===== config.mk =====
export PLATFORM = sky130hd
export DESIGN_NAME = tilemap_shifter_array
export DESIGN_NICKNAME = d
export VERILOG_FILES = /design/src/rtl/tsa_pkg.sv /design/src/rtl/tsa_channel.sv /design/src/rtl/tilemap_shifter_array.sv
export SDC_FILE = /design/constraint.sdc
export NUM_CORES = 1
export LEC_CHECK = 0
export ABC_CLOCK_PERIOD_IN_PS = 5000
export CORE_ASPECT_RATIO = 1.1
export CORE_UTILIZATION = 40
export DETAILED_ROUTE_END_ITERATION = 8
export GPL_ROUTABILITY_DRIVEN = 0
export GPL_TIMING_DRIVEN = 0
export HOLD_SLACK_MARGIN = 0.1
export PLACE_DENSITY = 0.63
export SLEW_MARGIN = 20
export SYNTH_ARGS = -nofsm -noshare
export SYNTH_HDL_FRONTEND = slang
export SYNTH_SLANG_ARGS = --single-unit

===== constraint.sdc =====
create_clock -name i_EMU_MCLK -period 5 [get_ports i_EMU_MCLK]
set_clock_uncertainty 0.15 [all_clocks]
set_input_delay 1 -clock i_EMU_MCLK [delete_from_list [all_inputs] [get_ports i_EMU_MCLK]]
set_output_delay 1 -clock i_EMU_MCLK [all_outputs]
set_load 0.05 [all_outputs]

===== src/rtl/tsa_pkg.sv =====
// Shared constants for the tilemap shifter array: per-channel mode encodings
// and the pixel-index width helper.
package tsa_pkg;

  localparam logic [1:0] MODE_HOLD = 2'b00;
  localparam logic [1:0] MODE_SHR  = 2'b01;
  localparam logic [1:0] MODE_SHL  = 2'b10;
  localparam logic [1:0] MODE_LOAD = 2'b11;

  function automatic int tsa_pw(input int npx);
    return $clog2(npx);
  endfunction

endpackage


===== src/rtl/tsa_channel.sv =====
// One tilemap layer: row latch, bidirectional pixel shifter with remaining-count
// and sticky underrun, then fixed pipeline delay, fine-scroll delay and output register.
module tsa_channel
  import tsa_pkg::*;
#(
  parameter int PXW = 4,
  parameter int NPX = 8,
  parameter int PW = 3,
  parameter logic [PW-1:0] LATCH_PHASE = '0,
  parameter int ODLY = 0
) (
  input  logic                 clk,
  input  logic                 rst,
  input  logic                 cen_n,
  input  logic [PW-1:0]        hcnt,
  input  logic [NPX*PXW-1:0]   gfxdata,
  input  logic [1:0]           mode,
  input  logic                 flip,
  input  logic [PW-1:0]        fine,
  input  logic                 clr_underrun,
  output logic [PXW-1:0]       pixel,
  output logic                 trn_n,
  output logic                 underrun
);

  localparam int RW = NPX * PXW;
  localparam int RMW = PW + 1;
  localparam logic [PW:0] REM_FULL = RMW'(NPX);
  localparam logic [PW:0] REM_ONE = RMW'(1);

  logic [RW-1:0]  line_latch;
  logic [RW-1:0]  shift_reg;
  logic [PW:0]    rem;
  logic [PXW-1:0] stage;
  logic [PXW-1:0] dly_out;
  logic [PXW-1:0] tap;
  logic [PXW-1:0] fine_line [NPX];

  logic dir_ok;
  logic shifting;
  logic starve;

  // A shift only counts when its direction agrees with the flip setting.
  always_comb begin
    dir_ok   = ((mode == MODE_SHL) && !flip) || ((mode == MODE_SHR) && flip);
    shifting = dir_ok && (rem != '0);
    starve   = dir_ok && (rem == '0);
  end

  always_ff @(posedge clk) begin
    if (rst) begin
      line_latch <= '0;
      shift_reg  <= '0;
      rem        <= '0;
      stage      <= '0;
      underrun   <= 1'b0;
    end else if (!cen_n) begin
      if (hcnt == LATCH_PHASE) begin
        line_latch <= gfxdata;
      end
      case (mode)
        MODE_LOAD: begin
          shift_reg <= line_latch;
          rem       <= REM_FULL;
        end
        MODE_SHL, MODE_SHR: begin
          if (shifting) begin
            rem <= rem - REM_ONE;
            // Pixel 0 sits in the MSBs, so "toward NPX-1" is a move toward the LSBs.
            if (flip) begin
              stage     <= shift_reg[PXW-1:0];
              shift_reg <= {{PXW{1'b0}}, shift_reg[RW-1:PXW]};
            end else begin
              stage     <= shift_reg[RW-1 -: PXW];
              shift_reg <= {shift_reg[RW-PXW-1:0], {PXW{1'b0}}};
            end
          end else begin
            stage <= '0;
          end
        end
        default: begin
        end
      endcase
      if (starve) begin
        underrun <= 1'b1;
      end else if (clr_underrun) begin
        underrun <= 1'b0;
      end
    end
  end

  generate
    if (ODLY == 0) begin : g_no_fixed
      assign dly_out = stage;
    end else begin : g_fixed
      logic [PXW-1:0] pipe [ODLY];

      always_ff @(posedge clk) begin
        if (rst) begin
          for (int i = 0; i < ODLY; i++) begin
            pipe[i] <= '0;
          end
        end else if (!cen_n) begin
          pipe[0] <= stage;
          for (int i = 1; i < ODLY; i++) begin
            pipe[i] <= pipe[i-1];
          end
        end
      end

      assign dly_out = pipe[ODLY-1];
    end
  endgenerate

  // Fine scroll of zero bypasses the delay line entirely.
  always_comb begin
    tap = dly_out;
    if (fine != '0) begin
      tap = fine_line[fine - PW'(1)];
    end
  end

  always_ff @(posedge clk) begin
    if (rst) begin
      for (int i = 0; i < NPX; i++) begin
        fine_line[i] <= '0;
      end
      pixel <= '0;
    end else if (!cen_n) begin
      fine_line[0] <= dly_out;
      for (int i = 1; i < NPX; i++) begin
        fine_line[i] <= fine_line[i-1];
      end
      pixel <= tap;
    end
  end

  assign trn_n = |pixel;

endmodule


===== src/rtl/tilemap_shifter_array.sv =====
// Multi-layer tilemap pixel serialiser: one tsa_channel per layer, fed by
// slices of the packed control vectors and per-layer parameters.
module tilemap_shifter_array
  import tsa_pkg::*;
#(
  parameter int NCH = 2,
  parameter int PXW = 4,
  parameter int NPX = 8,
  parameter logic [NCH*tsa_pw(NPX)-1:0] LATCH_PHASE = {3'd3, 3'd7},
  parameter logic [NCH*8-1:0] ODLY = {8'd0, 8'd3}
) (
  input  logic                          i_EMU_MCLK,
  input  logic                          i_EMU_RST,
  input  logic                          i_EMU_CLK6MPCEN_n,
  input  logic [tsa_pw(NPX)-1:0]        i_HCNT,
  input  logic [NPX*PXW-1:0]            i_GFXDATA,
  input  logic [NCH*2-1:0]              i_MODE,
  input  logic [NCH-1:0]                i_FLIP,
  input  logic [NCH*tsa_pw(NPX)-1:0]    i_FINE,
  input  logic [NCH-1:0]                i_CLR_UNDERRUN,
  output logic [NCH*PXW-1:0]            o_PIXEL,
  output logic [NCH-1:0]                o_TRN_n,
  output logic [NCH-1:0]                o_UNDERRUN
);

  localparam int PW = tsa_pw(NPX);

  for (genvar n = 0; n < NCH; n++) begin : g_ch
    tsa_channel #(
      .PXW         (PXW),
      .NPX         (NPX),
      .PW          (PW),
      .LATCH_PHASE (LATCH_PHASE[n*PW +: PW]),
      .ODLY        (int'(ODLY[n*8 +: 8]))
    ) u_channel (
      .clk          (i_EMU_MCLK),
      .rst          (i_EMU_RST),
      .cen_n        (i_EMU_CLK6MPCEN_n),
      .hcnt         (i_HCNT),
      .gfxdata      (i_GFXDATA),
      .mode         (i_MODE[n*2 +: 2]),
      .flip         (i_FLIP[n]),
      .fine         (i_FINE[n*PW +: PW]),
      .clr_underrun (i_CLR_UNDERRUN[n]),
      .pixel        (o_PIXEL[n*PXW +: PXW]),
      .trn_n        (o_TRN_n[n]),
      .underrun     (o_UNDERRUN[n])
    );
  end

endmodule


# --- Word-level counts from Yosys, hierarchy flattened ---
# Memory sizes are Yosys's and may differ from the RTL's.
# Index checks and enable logic that the tools add are counted.
op_classes:
  addsub: 4
  mul: 0
  n_div: 0
  n_lt_le_gt_ge: 0
  eq_ne: 10
  shift: 0
  muxes: 44
  bitwise_logic: 20
  reduce_logical: 34
ops:
  columns: ["cell", "n"]
  rows:
  - ["$mux 32", 4]
  - ["$pmux 32 s2", 2]
  - ["$mux 4", 27]
  - ["$or 1x1->1", 19]
  - ["$pmux 4 s2", 2]
  - ["$reduce_and 2->1", 6]
  - ["$mux 1", 9]
  - ["$eq 2x2->1 const B", 4]
  - ["$logic_and 1x1->1", 8]
  - ["$logic_not 4->1", 2]
  - ["$reduce_bool 2->1", 4]
  - ["$reduce_bool 4->1", 2]
  - ["$reduce_or 4->1", 2]
  - ["$sub 4x1->4 const B", 2]
  - ["$reduce_and 3->1", 2]
  - ["$reduce_bool 3->1", 2]
  - ["$sub 3x1->3 const B", 2]
  - ["$eq 2x1->1 const B", 2]
  - ["$ne 2x1->1 const B", 2]
  - ["$reduce_or 2->1", 2]
  - ["$eq 3x2->1 const B", 1]
  - ["$eq 3x3->1 const B", 1]
  - ["$logic_not 1->1", 2]
  - ["$logic_or 1x1->1", 2]
  - ["$not 1->1", 1]
totals:
  ff_bits: 154
  latch_bits: 0
  ram_bits: 76
  romBits: 0
  input_bits: 52
  output_inout_bits: 12
  elab_cells: 127
  n_memories: 3
memory_table:
  columns: ["memory", "depth", "width", "rd", "rd_clocked_by_memory_dff", "wr", "line_no", "text"]
  rows:
  - ["g_ch[0].u_channel.fine_line", 8, 4, 8, 0, 8, "tsa_channel.sv:37", "logic [PXW-1:0] fine_line [NPX];"]
  - ["g_ch[1].u_channel.fine_line", 8, 4, 8, 0, 8, "tsa_channel.sv:37", null]
  - ["g_ch[0].u_channel.g_fixed.pipe", 3, 4, 3, 0, 3, "tsa_channel.sv:96", "logic [PXW-1:0] pipe [ODLY];"]

# --- Depth between registers and ports, before layout ---
# Gate-level depths: netlist (run 1).
logic_depth:
  word_depth: 6
  depth_mapped: 8
  mapped_depth_nobuf: 6

# --- Hierarchy ---
# Synthesis (run 1) repeated with hierarchy kept, for this count alone.
hier_totals:
  cells_unflattened: 1113
  hier_area_um2: 10785.3
modules_own_cells:
  columns: ["mod", "instances", "cells_each", "area_per_inst_um2", "seq_area_each_um2"]
  rows:
  - ["tsa_channel (g_ch[0].u_channel)", 1, 558, 5709.2, 2862.7]
  - ["tsa_channel (g_ch[1].u_channel)", 1, 555, 5076.1, 2502.4]

# --- Least setup slack after synthesis (run 1) ---
# OpenSTA, ideal clock, no wires.
synth_timing:
  path_type: "input port to flip-flop"
  start: "input port i_EMU_RST"
  end: "memory g_ch[0].u_channel.fine_line[0][0], enable pin"
  setup_ns: 0.447
  t_arrival_ns: 3.656
  t_required_ns: 4.403
  setup_slack_ns: 0.747
  stages: 4
  path_buffers: 3
  path_cell_list: "clkbuf_1 > clkbuf_1 > clkbuf_1 > nand2b_1"
synth_rtl:
  columns: ["item", "line_no", "text"]
  rows:
  - ["start: declaration", "tilemap_shifter_array.sv:13", "input logic i_EMU_RST,"]
  - ["end: declaration", "tsa_channel.sv:37", null]

==> impl_metrics.py, run 1 <==
metrics = {
    "outcome": {
        "status": "finished clean",
    },
    "detailed_routing": {
        "drc": 0,
        "num_vias": 8372,
        "drt-wirelength-per-cell_um": 16.93,
        "via_per_inst": 5.259,
        "drtIter0Drc": 444,
        "drt_pre_antenna_iters": 4,
        "totalWireLength_mm": 26.95,
        "antenna_left": 0,
    },
    "die": {
        "core.rowCount": 61,
        "coreArea_um2": 25490,
        "chipWidth_um": 156.3,
        "die_h_um": 171.7,
        "ios": 64,
        "die_area_um2": 26830,
        "initial_core_util_pct": 41.08,
    },
    "setup_path": {
        "crit_family": "buffers and inverters",
        "cp_slowest_stage_delay_ns": 0.68,
        "critPathRequiredTime_ns": 5.03,
        "crit_fanout": 44,
        "critPathCaptureType": "flip-flop",
        "cp_num_buf_inv": 4,
        "cpMaxStageDelayCell": "clkbuf_1",
        "crit_type": "primary input to flip-flop",
        "path_common_cell": "clkbuf_1",
        "path_cells": "clkbuf_1 > clkbuf_1 > clkbuf_1 > nand2b_4 > buf_12",
        "start_kind": "primary input",
        "critPathArrivalTime_ns": 3.41,
    },
    "synthesis": {
        "synth-main-ff-cell": "dfxtp_1",
        "syn_nets": 1205,
        "synth_area_um2": 10470,
        "yosysTopAreaCell": "dfxtp_1",
        "ys_seq_area_share_pct": 51.23,
        "ys_top_cells_by_area": "dfxtp_1 (29%), edfxtp_1 (22%), nand2_1 (10%), a21oi_1 (6.5%), mux2i_1 (4.9%)",
        "ys_types": 36,
        "syn_inst": 1141,
        "ys_ff_latch": 230,
        "ys.warnings.count": 0,
        "synth_edf_count": 76,
        "synth.avg_cell_area_um2": 9.178,
        "async_flop_share_pct": 0,
        "yosysMostFrequentCell": "nand2_1",
        "synth.top_cell.area_share_pct": 29.44,
        "synthTopCellsByCount": "nand2_1 (289), dfxtp_1 (154), a21oi_1 (137), edfxtp_1 (76)",
    },
    "sta": {
        "grt_setup_unrepaired": "no",
        "max_slew.worst_pin.slew_ns": 0.8128,
        "hold_viol": 0,
        "hold_slack_ns": 0.3059,
        "tns_ns": 0,
        "setup_viol": 0,
        "finalWorstSetupSlack_ns": 1.619,
        "fmax_ghz": 0.2958,
        "period_minus_slack_ns": 3.381,
        "slew_violations": 0,
        "fin_crit_sh_pct": 67.62,
        "relSlewSlack_pct": 45.81,
    },
    "cts": {
        "postCtsHoldBufs": 0,
        "htree_levels": 1,
        "insertion_delay_ns": 0.52,
        "cts.sinks": 230,
        "cts_buffers": 25,
        "cts_root_buf": "clkbuf_16",
        "cts.repair.resized": 0,
        "cts.reportedPaths.clkPinSlew_ns": 0.06,
        "ctsLongestPathBuffers": 3,
        "cts_tree": "built",
        "cts_setup_buffers": 0,
    },
    "pwr": {
        "powerDensity_nw_per_um2": 340.0,
        "peakVddDrop_v": 0.0002100,
        "leakage_uw": 0.004334,
    },
    "placed_design": {
        "dpl_worst_slack_ns": 1.137,
        "dp_hpwl_mm": 19.72,
        "placed_cell_area_um2": 11530,
        "io_buffer_count": 60,
    },
    "finish": {
        "final_area_um2": 12300,
        "diodes": 0,
        "drive_gt1_share_pct": 7.544,
        "final_nets": 1293,
        "area_growth_pct": 17.44,
    },
    "global_route": {
        "grt_pass1_wl_mm": 43.73,
        "grt_pass1_vias": 8267,
        "grt-ovfl-total": 0,
        "grt.total_usage_pct": 20.77,
        "grt_antenna_before_repair": 0,
        "grt_max_degree": 45,
    },
    "min_path": {
        "hp-class": "flip-flop to flip-flop",
    },
    "job": {
        "cap_violations": 0,
    },
}
[cells by family after synthesis]
| logic type | after synthesis | synth area share, % |
|---|---|---|
| AND/OR/NAND/NOR | 483 | 20.88 |
| AO/OA/AOI/OAI | 235 | 12.86 |
| flip-flops | 230 | 51.23 |
| adder cells (fa/ha/maj) | 12 | 1.434 |
| buffers and inverters | 104 | 4.205 |
| multiplexers | 77 | 9.391 |
[layout by cell type, fill, tap and decap left out, types with 16 or more instances in the layout]
cell and n:
mux4_2 16, nor2_1 36, nor3_1 23, dfxtp_1 154, a211oi_1 18, a21oi_1 137
nor2b_1 20, clkbuf_16 25, mux2i_1 51, buf_2 19, o21ai_0 60, clkbuf_1 61
clkdlybuf4s50_1 60, and2_1 60, nand2_1 289, edfxtp_1 76, nand3_1 18
[final cells by class]
type	instances	area, um2
Inverter	16	60.06
Clock inverter	7	55.05
Timing Repair Buffer	61	620.6
Tap cell	346	432.9
Fill cell	2514	13190
Clock buffer	37	710.7
Sequential cell	230	5365
Buffer	88	380.4
Multi-Input combinational cell	807	4674
[report_power, final]
| part | leakage (uW) | switching, uW | internal, uW | total [uW] |
|---|---|---|---|---|
| combinational | 0.00187 | 252 | 156 | 409 |
| clock | 0.000375 | 719 | 1030 | 1740 |
| sequential | 0.00209 | 34.4 | 1990 | 2030 |
| total | 0.00433 | 1010 | 3180 | 4180 |
[stage by stage]
| stage | std cells | util, % | power [uW] |
|---|---|---|---|
| 2_1_floorplan | 1141 | - | 2317 |
| 3_3_place_gp | 1547 | 45.14 | 2472 |
| 3_5_place_dp | 1548 | 45.24 | 2477 |
| 4_1_cts | 1592 | 48.25 | 4215 |
| 5_1_grt | 1592 | 48.25 | 4332 |
| 6_report | 1592 | 48.25 | 4182 |
[metal layers]
layer / GRT usage (%) / vias up / part of all wire (%)
met2: 35.02 / 229 / 47
met4: 6.309 / 0 / 2.9
met1: 27.54 / 3974 / 45
li1: - / 4123 / -
met3: 2.897 / 46 / 5.2
met5: 0 / - / 0
[worst paths after layout]
kind | startpoint | endpoint | slack [ns] | cells after the start
hold reg to reg | g_ch[0].u_channel.line_latch[17] | g_ch[0].u_channel.line_latch[17] | 0.31 | 2
hold / removal | g_ch[0].u_channel.line_latch[17] | g_ch[0].u_channel.line_latch[17] | 0.31 | 2
setup reg to reg | g_ch[1].u_channel.rem[0] | g_ch[1].u_channel.shift_reg[28] | 2.79 | 7
setup / recovery | i_EMU_RST | g_ch[0].u_channel.fine_line[0][3] | 1.62 | 5
[worst register-to-register path, delay by kind of cell, from the launching register on]
kind / cells / cell delay [ns]
and+or+nand+nor: 2 / 0.64
AOI/OAI and AO/OA: 2 / 0.46
buffers and inverters: 2 / 0.38
DFF: 1 / 0.32
adders and majority gates: 1 / 0.18
Power figures use the tool's default switching activity.
==> inputs of run 2 (changes only) <==
- ABC_CLOCK_PERIOD_IN_PS: 5000 -> 3150
- clock period: 5 -> 3.15 ns (I/O delays scaled with it)
==> run 2 against run 1 <==
Against the previous run: register-to-register slack lost 1.8 ns; utilization is 0.32 points higher; sequential share of layout area decreased by 0.29 points; clock power increased by 71%; critical path depth did not move; global-route usage fell by 0.38 points; critical path type unchanged; largest power group unchanged; highest routed layer unchanged.
==> impl_metrics.py, run 2 (synthesis gave the netlist of run 1 again) <==
metrics = {
    "pwr": {
        "peakVddDrop_v": 0.0004641,
        "total_power_uw": 6836,
        "powerDensity_nw_per_um2": 552.1,
        "leakage_uw": 0.004390,
    },
    "finish": {
        "layout_commonest_cell": "nand2_1",
        "multi_input_area_um2": 4674,
        "final_nets": 1294,
        "fillers": 2475,
        "area_growth_pct": 18.23,
        "final_area_um2": 12380,
        "drive_gt1_share_pct": 8.413,
        "final_cell_mix": "nand2_1 (289), dfxtp_1 (154), a21oi_1 (137)",
        "diodes": 0,
        "seq_area_um2": 5365,
    },
    "detailed_routing": {
        "drt-wirelength-per-cell_um": 16.79,
        "drt_pre_antenna_iters": 6,
        "num_vias": 8336,
        "totalWireLength_mm": 26.76,
        "via_per_inst": 5.230,
        "antenna_left": 0,
        "drc": 0,
        "drtIter0Drc": 616,
    },
    "die": {
        "core.rowCount": 61,
        "die_h_um": 171.7,
        "initial_core_util_pct": 41.08,
        "chipWidth_um": 156.3,
        "ios": 64,
        "coreArea_um2": 25490,
        "die_area_um2": 26830,
    },
    "cts": {
        "htree_levels": 1,
        "cts_buffers": 26,
        "cts_tree": "built",
        "ctsLongestPathBuffers": 3,
        "postCtsHoldBufs": 0,
        "cts.sinks": 230,
        "cts_root_buf": "clkbuf_16",
        "insertion_delay_ns": 0.53,
        "cts.reportedPaths.clkPinSlew_ns": 0.06,
        "cts_setup_buffers": 0,
        "cts.repair.resized": 0,
    },
    "setup_path": {
        "timing.rr.start": "g_ch[1].u_channel.rem[0]",
        "crit_fanout": 39,
        "crit_type": "primary input to flip-flop",
        "critPathRequiredTime_ns": 3.20,
        "critPathCaptureType": "flip-flop",
        "critPathArrivalTime_ns": 3.04,
        "crit_start": "i_EMU_RST",
        "start_kind": "primary input",
        "ff2ff_setup_slack_ns": 0.96,
    },
    "sta": {
        "hold_viol": 0,
        "relSlewSlack_pct": 41.65,
        "fin_crit_sh_pct": 94.85,
        "finalWorstSetupSlack_ns": 0.1623,
        "tns_ns": 0,
        "fmax_ghz": 0.3347,
        "setup_viol": 0,
        "grt_setup_unrepaired": "no",
        "max_slew.worst_pin.slew_ns": 0.8733,
        "slew_violations": 0,
        "period_minus_slack_ns": 2.988,
    },
    "global_route": {
        "grt.total_usage_pct": 20.38,
        "grt_pass1_vias": 8032,
        "grt_pass1_wl_mm": 42.88,
        "grt_max_degree": 40,
        "grt-ovfl-total": 0,
        "grt_antenna_before_repair": 0,
    },
    "placed_design": {
        "io_buffer_count": 60,
        "dpl_worst_slack_ns": -0.4000,
        "placed_cell_area_um2": 11530,
        "dp_hpwl_mm": 19.64,
    },
    "min_path": {
        "hp-class": "flip-flop to flip-flop",
        "worstHoldStart": "g_ch[1].u_channel.line_latch[11]",
    },
    "job": {
        "cap_violations": 0,
    },
    "outcome": {
        "status": "finished clean",
    },
}
## run 2: report_power, final
group          switching (uW)  leakage, uW  internal (uW)
clock network            1180     0.000430           1790
logic                     397      0.00187            248
registers                55.4      0.00209           3170
total                    1630      0.00439           5200
## run 2: final timing paths
check / end / depth (start not counted)
setup reg to reg: g_ch[1].u_channel.shift_reg[2] / 7
hold reg to reg: g_ch[1].u_channel.line_latch[11] / 2
hold / removal: g_ch[1].u_channel.line_latch[11] / 2
setup / recovery: g_ch[0].u_channel.fine_line[3][1] / 5
## run 2: final cells by class
| cell class | instances | share of cell area [%] |
|---|---|---|
| buffer | 88 | 3.072 |
| clock buffer | 37 | 6.275 |
| clock inverter | 9 | 0.5760 |
| inverter | 16 | 0.4850 |
| multi-input combinational | 807 | 37.75 |
| sequential | 230 | 43.33 |
| tap | 346 | 3.496 |
| timing repair buffer | 61 | 5.012 |
## run 2: worst max-delay path, cell delays in order
cell and delay (ns):
clkbuf_1 0.26, clkbuf_1 0.54, clkbuf_1 0.66, nand2b_4 0.63, buf_12 0.30
## run 2: stage by stage
stage	hold slack, ns	std cells	util, %
CTS	0.3063	1594	48.57
detailed placement	0.2973	1548	45.24
finish	0.3043	1594	48.57
global placement	0.2971	1547	45.15
global route	0.3264	1594	48.57
floorplan	0.2866	1141	-
## run 2: per-layer routing
layer  share of wire (%)  routed length, um  track usage [%]
met1                  45              12120            27.29
met2                  48              12850            34.70
met3                 4.9               1316            2.797
met4                 1.8                473            4.859
met5                   0                  0                0
==> inputs of run 3 (changes only) <==
--- a/config.mk
+++ b/config.mk
@@ -11,5 +11,4 @@
 export DETAILED_ROUTE_END_ITERATION = 8
 export GPL_ROUTABILITY_DRIVEN = 0
-export GPL_TIMING_DRIVEN = 0
 export HOLD_SLACK_MARGIN = 0.1
 export PLACE_DENSITY = 0.63
==> constraint.sdc (replaced) <==
create_clock -name i_EMU_MCLK -period 3.15 [get_ports i_EMU_MCLK]
set_clock_uncertainty 0.15 [all_clocks]
set_input_delay 0.315 -clock i_EMU_MCLK [delete_from_list [all_inputs] [get_ports i_EMU_MCLK]]
set_output_delay 0.315 -clock i_EMU_MCLK [all_outputs]
set_load 0.05 [all_outputs]
==> run 3 against run 2 <==
Against the previous run: register-to-register slack improved by 0.04 ns; highest routed layer unchanged; via count down 6.1%; non-clock buffer count shrank 66; cell count shrank 4.5%; utilization down 1.1 points; worst hold slack worse by 0.13 ns.
==> impl_metrics.py, run 3 (synthesis gave the netlist of run 1 again) <==
metrics = {
    "outcome": {
        "status": "finished clean",
    },
    "detailed_routing": {
        "drtIter0Drc": 557,
        "drt-wirelength-per-cell_um": 15.17,
        "totalWireLength_mm": 23.08,
        "drc": 0,
        "highest_layer": "met4",
        "num_vias": 7829,
        "wl_met1_mm": 11.09,
        "dr_wl_met2_mm": 10.71,
        "drt_pre_antenna_iters": 5,
        "route.met3.wl_um": 924,
        "via_per_inst": 5.144,
        "antenna_left": 0,
    },
    "sta": {
        "finalWorstSetupSlack_ns": 0.6391,
        "period_minus_slack_ns": 2.511,
        "hold_viol": 0,
        "fmax_ghz": 0.3983,
        "relSlewSlack_pct": 34.15,
        "slew_violations": 0,
        "grt_setup_unrepaired": "no",
        "hold_slack_ns": 0.1739,
        "fin_crit_sh_pct": 79.71,
        "setup_viol": 0,
        "max_slew.worst_pin.slew_ns": 0.9878,
        "tns_ns": 0,
    },
    "setup_path": {
        "critPathCaptureType": "output port",
        "path_cells": "or4_1 > clkdlybuf4s50_1",
        "cp_slowest_stage_delay_ns": 0.71,
        "cpMaxStageDelayCell": "clkdlybuf4s50_1",
        "critPathArrivalTime_ns": 2.05,
        "reg2reg_depth": 7,
        "crit_type": "flip-flop to output port",
        "crit_fanout": 3,
        "critPathRequiredTime_ns": 2.68,
        "start_kind": "flip-flop",
    },
    "pwr": {
        "peakVddDrop_v": 0.0003981,
        "powerDensity_nw_per_um2": 547.8,
        "leakage_uw": 0.004253,
    },
    "global_route": {
        "grt_antenna_before_repair": 0,
        "grt_pass1_vias": 7203,
        "grt.total_usage_pct": 17.29,
        "grt_max_degree": 151,
        "grt-ovfl-total": 0,
        "grt_pass1_wl_mm": 37.36,
    },
    "die": {
        "die_h_um": 171.7,
        "die_area_um2": 26830,
        "coreArea_um2": 25490,
        "initial_core_util_pct": 41.08,
        "ios": 64,
        "core.rowCount": 61,
        "chipWidth_um": 156.3,
    },
    "job": {
        "cap_violations": 0,
    },
    "cts": {
        "cts.repair.resized": 0,
        "insertion_delay_ns": 0.51,
        "ctsLongestPathBuffers": 3,
        "cts_tree": "built",
        "cts_buffers": 25,
        "cts.reportedPaths.clkPinSlew_ns": 0.06,
        "htree_levels": 1,
        "cts.sinks": 230,
        "cts_root_buf": "clkbuf_16",
    },
    "finish": {
        "final_nets": 1227,
        "area_growth_pct": 15.64,
        "final_cell_mix": "nand2_1 (289), dfxtp_1 (154), a21oi_1 (137)",
        "drive_gt1_share_pct": 8.163,
        "postLayoutCoreUtil_pct": 47.51,
        "layout_commonest_cell": "nand2_1",
        "diodes": 0,
    },
    "placed_design": {
        "io_buffer_count": 63,
        "dp_hpwl_mm": 14.57,
        "dpl_worst_slack_ns": 0.5795,
    },
    "min_path": {
        "whs_path_depth": 4,
        "hp-class": "primary input to flip-flop",
    },
}
==> run 3: cell types whose count changed in the layout (fill, tap and decap cells not counted), moves of 5 or more <==
cell	delta
clkbuf_8	-5
buf_1	-9
buf_2	-16
clkbuf_1	-49
buf_4	+11
clkinv_2	-5
==> run 3: power by group <==
| group | internal (uW) | switching [uW] |
|---|---|---|
| clock | 1710 | 1100 |
| sequential | 3170 | 49.6 |
| combinational | 233 | 370 |
==> run 3: final timing paths <==
check	from	slack [ns]	endpoint
max	g_ch[1].u_channel.pixel[0]	0.64	o_TRN_n[1]
min	i_FLIP[1]	0.17	g_ch[1].u_channel.underrun
max reg2reg	g_ch[0].u_channel.rem[0]	1.00	g_ch[0].u_channel.shift_reg[29]
min reg2reg	g_ch[1].u_channel.line_latch[11]	0.30	g_ch[1].u_channel.line_latch[11]
==> run 3: what timing repair did <==
item / in CTS / in global routing
hold buffers: 1 / 0
endpoints found under the setup margin: 0 / 0
setup buffers: 0 / 0
hold endpoints to repair: 20 / 0
==> run 3: cell type report <==
class                           count  area (um2)
Fill cell                        2465       13380
Tap cell                          346       432.9
Inverter                           16       60.06
Clock buffer                       33       665.6
Timing Repair Buffer               83       782.0
Multi-Input combinational cell    807        4693
Clock inverter                      7       111.4
Sequential cell                   230        5365
==> run 3: worst max-delay path: cells and delay by family (launching register included) <==
kind	cells	cell delay [ns]
flip-flops	1	0.33
buffers and inverters	1	0.71
AND/OR/NAND/NOR	1	0.51
==> run 3: metal layers <==
metal / GRT usage, % / up-vias
met5: 0 / -
met2: 27.62 / 135
met3: 2.545 / 23
met1: 24.56 / 3707
met4: 4.135 / 0
li1: - / 3964
==> run 3: metrics by stage <==
| stage | cell area (um2) | total power, uW | instances |
|---|---|---|---|
| after floorplan | 10480 | 3677 | 1141 |
| after global placement | 11320 | 3877 | 1481 |
| after detailed placement | 11320 | 3884 | 1481 |
| after CTS | 12110 | 6706 | 1522 |
| after global routing | 12110 | 6881 | 1522 |
| final | 12110 | 6634 | 1522 |
